[config.mk]
export PLATFORM = sky130hd
export DESIGN_NAME = phase_cal_ctrl
export DESIGN_NICKNAME = d
export VERILOG_FILES = /design/src/rtl/phase_cal_ctrl.sv
export SDC_FILE = /design/constraint.sdc
export NUM_CORES = 1
export LEC_CHECK = 0
export CORE_AREA = 2 2 142 144
export DETAILED_ROUTE_END_ITERATION = 7
export DIE_AREA = 0 0 144 146
export HOLD_SLACK_MARGIN = 0.05
export SLEW_MARGIN = 20
export SYNTH_ARGS = -nofsm -noshare
export SYNTH_HDL_FRONTEND = slang
export SYNTH_SLANG_ARGS = --single-unit
[constraint.sdc]
create_clock -name clk -period 5 [get_ports clk]
set_clock_uncertainty 0.15 [all_clocks]
set_input_delay 0.5 -clock clk [delete_from_list [all_inputs] [get_ports clk]]
set_output_delay 0.5 -clock clk [all_outputs]
set_load 0.005 [all_outputs]
[src/rtl/phase_cal_ctrl.sv]
// phase_cal_ctrl: runtime phase-calibration sequencer for the LO phase shifter.
// Steps the shift word through contiguous coarse sweeps. At each point it
// settles, averages CAL_AVGS ADC samples and compares |avg| against CAL_TOL.
// It stops on lock, or after MAX_SWEEPS sweeps, in which case it writes back
// the best point seen.
//
// Ports:
//   clk, rst           clock, asynchronous active-low reset
//   start, abort       one-cycle control pulses (abort wins)
//   start_shift        first shift value, captured on start
//   adc_data/valid     signed ADC sample and its qualifier
//   adc_req            one-cycle sample request
//   shift_amt/wr       shift word and its write strobe (the word is valid with the strobe)
//   busy, done         run in progress / one-cycle completion pulse
//   locked, fail       result of the last run, held until the next start
//   best_shift/err     best point seen and its unsigned error
//   point_count        points evaluated in the current/last run
module phase_cal_ctrl #(
  parameter int NUM_BITS      = 8,
  parameter int CAL_AVGS      = 1,
  parameter int SWEEP_DIST    = 5,
  parameter int SWEEP_STEP    = 5,
  parameter int CAL_TOL       = 10,
  parameter int SETTLE_CYCLES = 16,
  parameter int MAX_SWEEPS    = 8
) (
  input  logic                clk,
  input  logic                rst,
  input  logic                start,
  input  logic                abort,
  input  logic [NUM_BITS-1:0] start_shift,
  input  logic [NUM_BITS-1:0] adc_data,
  input  logic                adc_valid,
  output logic                adc_req,
  output logic [NUM_BITS-1:0] shift_amt,
  output logic                shift_wr,
  output logic                busy,
  output logic                done,
  output logic                locked,
  output logic                fail,
  output logic [NUM_BITS-1:0] best_shift,
  output logic [NUM_BITS:0]   best_err,
  output logic [15:0]         point_count
);

  localparam int AW = NUM_BITS + 8;
  localparam int EW = NUM_BITS + 1;
  localparam int LOG2_AVGS = $clog2(CAL_AVGS);
  localparam int SW = $clog2(SETTLE_CYCLES + 1);
  localparam int IW = $clog2(SWEEP_DIST + 1);
  localparam int MW = $clog2(MAX_SWEEPS + 1);

  localparam logic [SW-1:0]       SETTLE_LAST = SW'(SETTLE_CYCLES - 1);
  localparam logic [IW-1:0]       IDX_LAST    = IW'(SWEEP_DIST - 1);
  localparam logic [MW-1:0]       SWEEP_LAST  = MW'(MAX_SWEEPS - 1);
  localparam logic [8:0]          AVG_LAST    = 9'(CAL_AVGS - 1);
  localparam logic [EW-1:0]       TOL         = EW'(CAL_TOL);
  localparam logic [NUM_BITS-1:0] STEP        = NUM_BITS'(SWEEP_STEP);

  typedef enum logic [2:0] {IDLE, SET, SETTLE, REQ, WAIT, EVAL, NEXT, DONE} state_t;

  state_t state, state_nxt;

  logic [NUM_BITS-1:0]   cur, shift_reg, wr_val;
  logic [SW-1:0]         settle_cnt;
  logic [IW-1:0]         idx;
  logic [MW-1:0]         sweep;
  logic [8:0]            nsamp;
  logic signed [AW-1:0]  acc;
  logic signed [NUM_BITS-1:0] avg;
  logic signed [EW-1:0]  avg_x;
  logic [EW-1:0]         err;

  // The average of NUM_BITS-wide samples always fits in NUM_BITS, so the
  // arithmetic shift reduces to a part-select of the accumulator.
  assign avg   = acc[LOG2_AVGS +: NUM_BITS];
  assign avg_x = {avg[NUM_BITS-1], avg};
  assign err   = avg_x[EW-1] ? $unsigned(-avg_x) : $unsigned(avg_x);

  assign busy = (state != IDLE);

  // The strobe carries its value combinationally; shift_reg holds it afterwards.
  assign shift_amt = shift_wr ? wr_val : shift_reg;

  always_ff @(posedge clk or negedge rst) begin
    if (!rst) state <= IDLE;
    else      state <= state_nxt;
  end

  always_comb begin
    state_nxt = state;
    shift_wr  = 1'b0;
    adc_req   = 1'b0;
    done      = 1'b0;
    wr_val    = cur;
    if (abort) begin
      state_nxt = IDLE;
    end else begin
      case (state)
        IDLE:   if (start) state_nxt = SET;
        SET: begin
          shift_wr  = 1'b1;
          state_nxt = SETTLE;
        end
        SETTLE: if (settle_cnt == SETTLE_LAST) state_nxt = REQ;
        REQ: begin
          adc_req   = 1'b1;
          state_nxt = WAIT;
        end
        WAIT:   if (adc_valid) state_nxt = (nsamp == AVG_LAST) ? EVAL : REQ;
        EVAL:   state_nxt = (err <= TOL) ? DONE : NEXT;
        NEXT:   state_nxt = (idx == IDX_LAST && sweep == SWEEP_LAST) ? DONE : SET;
        DONE: begin
          done      = 1'b1;
          state_nxt = IDLE;
          if (fail) begin
            shift_wr = 1'b1;
            wr_val   = best_shift;
          end
        end
        default: state_nxt = IDLE;
      endcase
    end
  end

  always_ff @(posedge clk or negedge rst) begin
    if (!rst) begin
      cur         <= '0;
      shift_reg   <= '0;
      settle_cnt  <= '0;
      idx         <= '0;
      sweep       <= '0;
      nsamp       <= '0;
      acc         <= '0;
      locked      <= 1'b0;
      fail        <= 1'b0;
      best_shift  <= '0;
      best_err    <= '1;
      point_count <= '0;
    end else if (abort) begin
      // Partial best/point_count survive; an aborted run reports no result.
      if (state != IDLE) begin
        locked <= 1'b0;
        fail   <= 1'b0;
      end
    end else begin
      if (shift_wr) shift_reg <= wr_val;
      case (state)
        IDLE: if (start) begin
          cur         <= start_shift;
          idx         <= '0;
          sweep       <= '0;
          nsamp       <= '0;
          acc         <= '0;
          point_count <= '0;
          locked      <= 1'b0;
          fail        <= 1'b0;
          best_err    <= '1;
        end
        SET:    settle_cnt <= '0;
        SETTLE: settle_cnt <= settle_cnt + SW'(1);
        WAIT: if (adc_valid) begin
          acc   <= acc + {{8{adc_data[NUM_BITS-1]}}, adc_data};
          nsamp <= nsamp + 9'd1;
        end
        EVAL: begin
          point_count <= point_count + 16'd1;
          if (err < best_err) begin
            best_shift <= cur;
            best_err   <= err;
          end
          if (err <= TOL) locked <= 1'b1;
        end
        NEXT: begin
          acc   <= '0;
          nsamp <= '0;
          if (idx == IDX_LAST) begin
            idx   <= '0;
            sweep <= sweep + MW'(1);
            if (sweep == SWEEP_LAST) fail <= 1'b1;
            else                     cur  <= cur + STEP;
          end else begin
            idx <= idx + IW'(1);
            cur <= cur + STEP;
          end
        end
        default: ;
      endcase
    end
  end

endmodule

==> results.json <==
{
  "layout-drive-gt1-share_pct": 8.33,
  "antenna-diode-count": 0,
  "avgSynthCellArea_um2": 8.98,
  "powerDensity_mw_per_mm2": 267,
  "tightest_slew_ns": 0.800,
  "async_reset_ff_share_pct": 100,
  "clockBufferDepth": 2,
  "cp-start-kind": "primary input",
  "ir_worst_vdd_v": 0.000145,
  "regMostFlops": "point_count",
  "drcViolationCount": 0,
  "cts.clk_slew.worst_paths_ns": 0.06,
  "min_path_type": "reg -> reg",
  "finalMaxSlewViolations": 0,
  "grt_start_max_net_pins": 49,
  "cts_max_level": 3,
  "layout_min_cycle_time_ns": 3.65,
  "hold_depth": 2,
  "drt_iter0_drc": 219,
  "whs_ns": 0.320,
  "cp_slowest_cell": "clkdlybuf4s50_1",
  "required_ns": 4.35,
  "globalplace.congestion": 0.810,
  "setup_violations": 0,
  "cp_num_buf_inv": 2,
  "die_x_um": 144,
  "rsz0062_at_grt": "no",
  "multiInputGateArea_mm2": 0.00249,
  "path_cells": "clkdlybuf4s50_1 > nor2_1 > and3_1 > nor2_1 > nand2_1 > nand2_1 > clkdlybuf4s50_1",
  "grt-busiest-layer": "met2",
  "tritoncts": "yes",
  "ys_seq_elements": 83,
  "cts_root_buf": "clkbuf_16",
  "cts.sinks": 83,
  "status": "complete, no violations",
  "grt_pass1_wl_mm": 19.5,
  "die_area_mm2": 0.0210,
  "max_freq_ghz": 0.274,
  "period_share_pct": 73.1,
  "clk_latency_ns": 0.34,
  "grt_pass1_vias": 3885,
  "grt_util_met3_pct": 2.14,
  "worstReg2RegEnd": "best_shift[4]",
  "cp-end-kind": "output port",
  "num-fill-cells": 2010,
  "overflow": 0,
  "syn_nets": 577,
  "cpPeakStageDelay_ns": 0.69,
  "path_class": "in -> out",
  "cp_max_fo": 11,
  "via_per_inst": 4.61,
  "cts_buffers": 9,
  "wl_per_cell_um": 13.4,
  "yosys_warnings": 0,
  "relSlewSlack_pct": 46.6,
  "cts_hold_buf": 1,
  "gr-usage-met2_pct": 18.9,
  "ys.flop_type": "dfrtp_1",
  "area_delta_synth_final_pct": 25.9,
  "fin_tns_setup_ns": 0,
  "path_delay_family": "simple AND/OR/NAND/NOR gates",
  "reg2reg_slack_ns": 1.36,
  "drt_wl_total_mm": 11.6,
  "antenna_found_initial": 0,
  "fin_nets": 641,
  "synth-edff-count": 0,
  "synth_cells": 531,
  "coreArea_mm2": 0.0193,
  "ctsResizeCount": 0,
  "dp_cells": 848,
  "finalHoldViolations": 0,
  "vias": 3991,
  "die_h_um": 146,
  "critPathArrivalTime_ns": 3.00,
  "reg_top3": "point_count x16, best_err x9, nsamp x9",
  "row_count": 51,
  "syn_area_mm2": 0.00477,
  "reg2reg_from": "acc[0]",
  "hold_path.startpoint": "shift_reg[3]",
  "track_usage_pct": 11.5,
  "largest_register_ffs": 16,
  "grt.met1_usage_pct": 15.0,
  "first_pass_iters": 6,
  "p_leak_nw": 2.60,
  "drv_cap": 0,
  "finish.cell_count_without_fillers": 865,
  "postRouteAntennaNets": 0,
  "min_to": "shift_reg[3]",
  "synth.distinct_cells": 64,
  "final_common_cell": "nand2_1",
  "layout_common_cells": "82 x nand2_1, 74 x dfrtp_1, 66 x clkdlybuf4s50_1",
  "synth-seq-area-share_pct": 43.8,
  "start_util_pct": 24.7,
  "regArea_mm2": 0.00209,
  "hpwlAfterDp_mm": 8.59,
  "io_pins": 68,
  "port_buffers": 67,
  "post-cts-setup-buffers": 0,
  "worst-r2r-cell-count": 12
}
==> worst reg2reg max path: stages (launching register included) <==
cell and delay, ns:
dfrtp_1 0.44, inv_1 0.12, ha_1 0.22, nor3b_1 0.14, or3_1 0.34, nand2_1 0.10
ha_1 0.24, a211oi_1 0.23, o21ai_0 0.14, a31oi_1 0.26, o211ai_1 0.23, a31oi_4 0.51
mux2_2 0.40
==> kinds of logic after synthesis <==
kind of cell | synth area share (%)
and+or+nand+nor | 20.6
AOI/OAI and AO/OA | 19.1
DFF | 43.8
buffers and inverters | 3.96
adders and majority gates | 6.71
xor gates and xnor gates | 3.09
muxes | 2.75
other | 0.0786
==> worst max path at each step <==
stage                         end  slack, ns  cells past startpoint  startpoint
finish               shift_amt[0]       1.35                      7       abort
global route        best_shift[4]       1.06                     12      acc[0]
CTS                  shift_amt[1]       1.36                      7       abort
detailed placement   shift_amt[1]       1.37                      7       abort
global placement     shift_amt[1]       1.46                      7       abort
floorplan           best_shift[1]       1.75                     13      acc[0]
==> cell type report <==
type                            count  share of cell area [%]
Multi-Input combinational cell    402                    41.5
Sequential cell                    83                    34.8
Timing Repair Buffer               72                    11.8
Tap cell                          265                    5.52
Clock buffer                       13                    4.33
Inverter                           27                    1.69
Clock inverter                      3                   0.375
==> metrics by stage <==
| step | total power [mW] | area [um2] | setup WS, ns | utilization [%] |
|---|---|---|---|---|
| global route | 1.70 | 6010 | 1.06 | 31.1 |
| CTS | 1.62 | 6010 | 1.36 | 31.1 |
| finish | 1.60 | 6010 | 1.35 | 31.1 |
| floorplan | 0.869 | 4770 | 1.75 | - |
| detailed placement | 0.985 | 5710 | 1.37 | 29.5 |
| global placement | 0.987 | 5710 | 1.46 | 29.5 |
==> report_power, final <==
group	total [mW]	switching, mW	internal [mW]
Clock	0.628	0.264	0.364
Combinational	0.220	0.113	0.106
Sequential	0.754	0.0386	0.715
==> cells in the mapped netlist, drive strengths merged (4+ instances only) <==
cell type / number / area [um2]
dfrtp: 74 / 1850
a211oi: 5 / 42.5
a21oi: 35 / 179
nand2b: 4 / 25.0
and3: 8 / 51.3
ha: 24 / 300
nand4: 8 / 56.3
nor2: 33 / 124
o21ai: 57 / 285
a2bb2oi: 7 / 61.3
mux2: 9 / 101
nand2: 82 / 308
nand3: 34 / 170
a22oi: 8 / 60.1
nor4: 4 / 25.0
clkbuf: 17 / 65.1
xor2: 9 / 86.3
or3: 4 / 25.0
dfstp: 9 / 236
nor3: 8 / 50.1
o22ai: 4 / 25.0
xnor2: 7 / 61.3
inv: 27 / 101
==> layer usage <==
| metal | vias to the layer above | wire, um |
|---|---|---|
| met1 | 1890 | 5370 |
| met3 | 9 | 378 |
| met2 | 63 | 5700 |
| met4 | 0 | 164 |
| met5 | - | 0 |
| li1 | 2029 | - |
No activity file was read; power rests on OpenSTA's default activity.
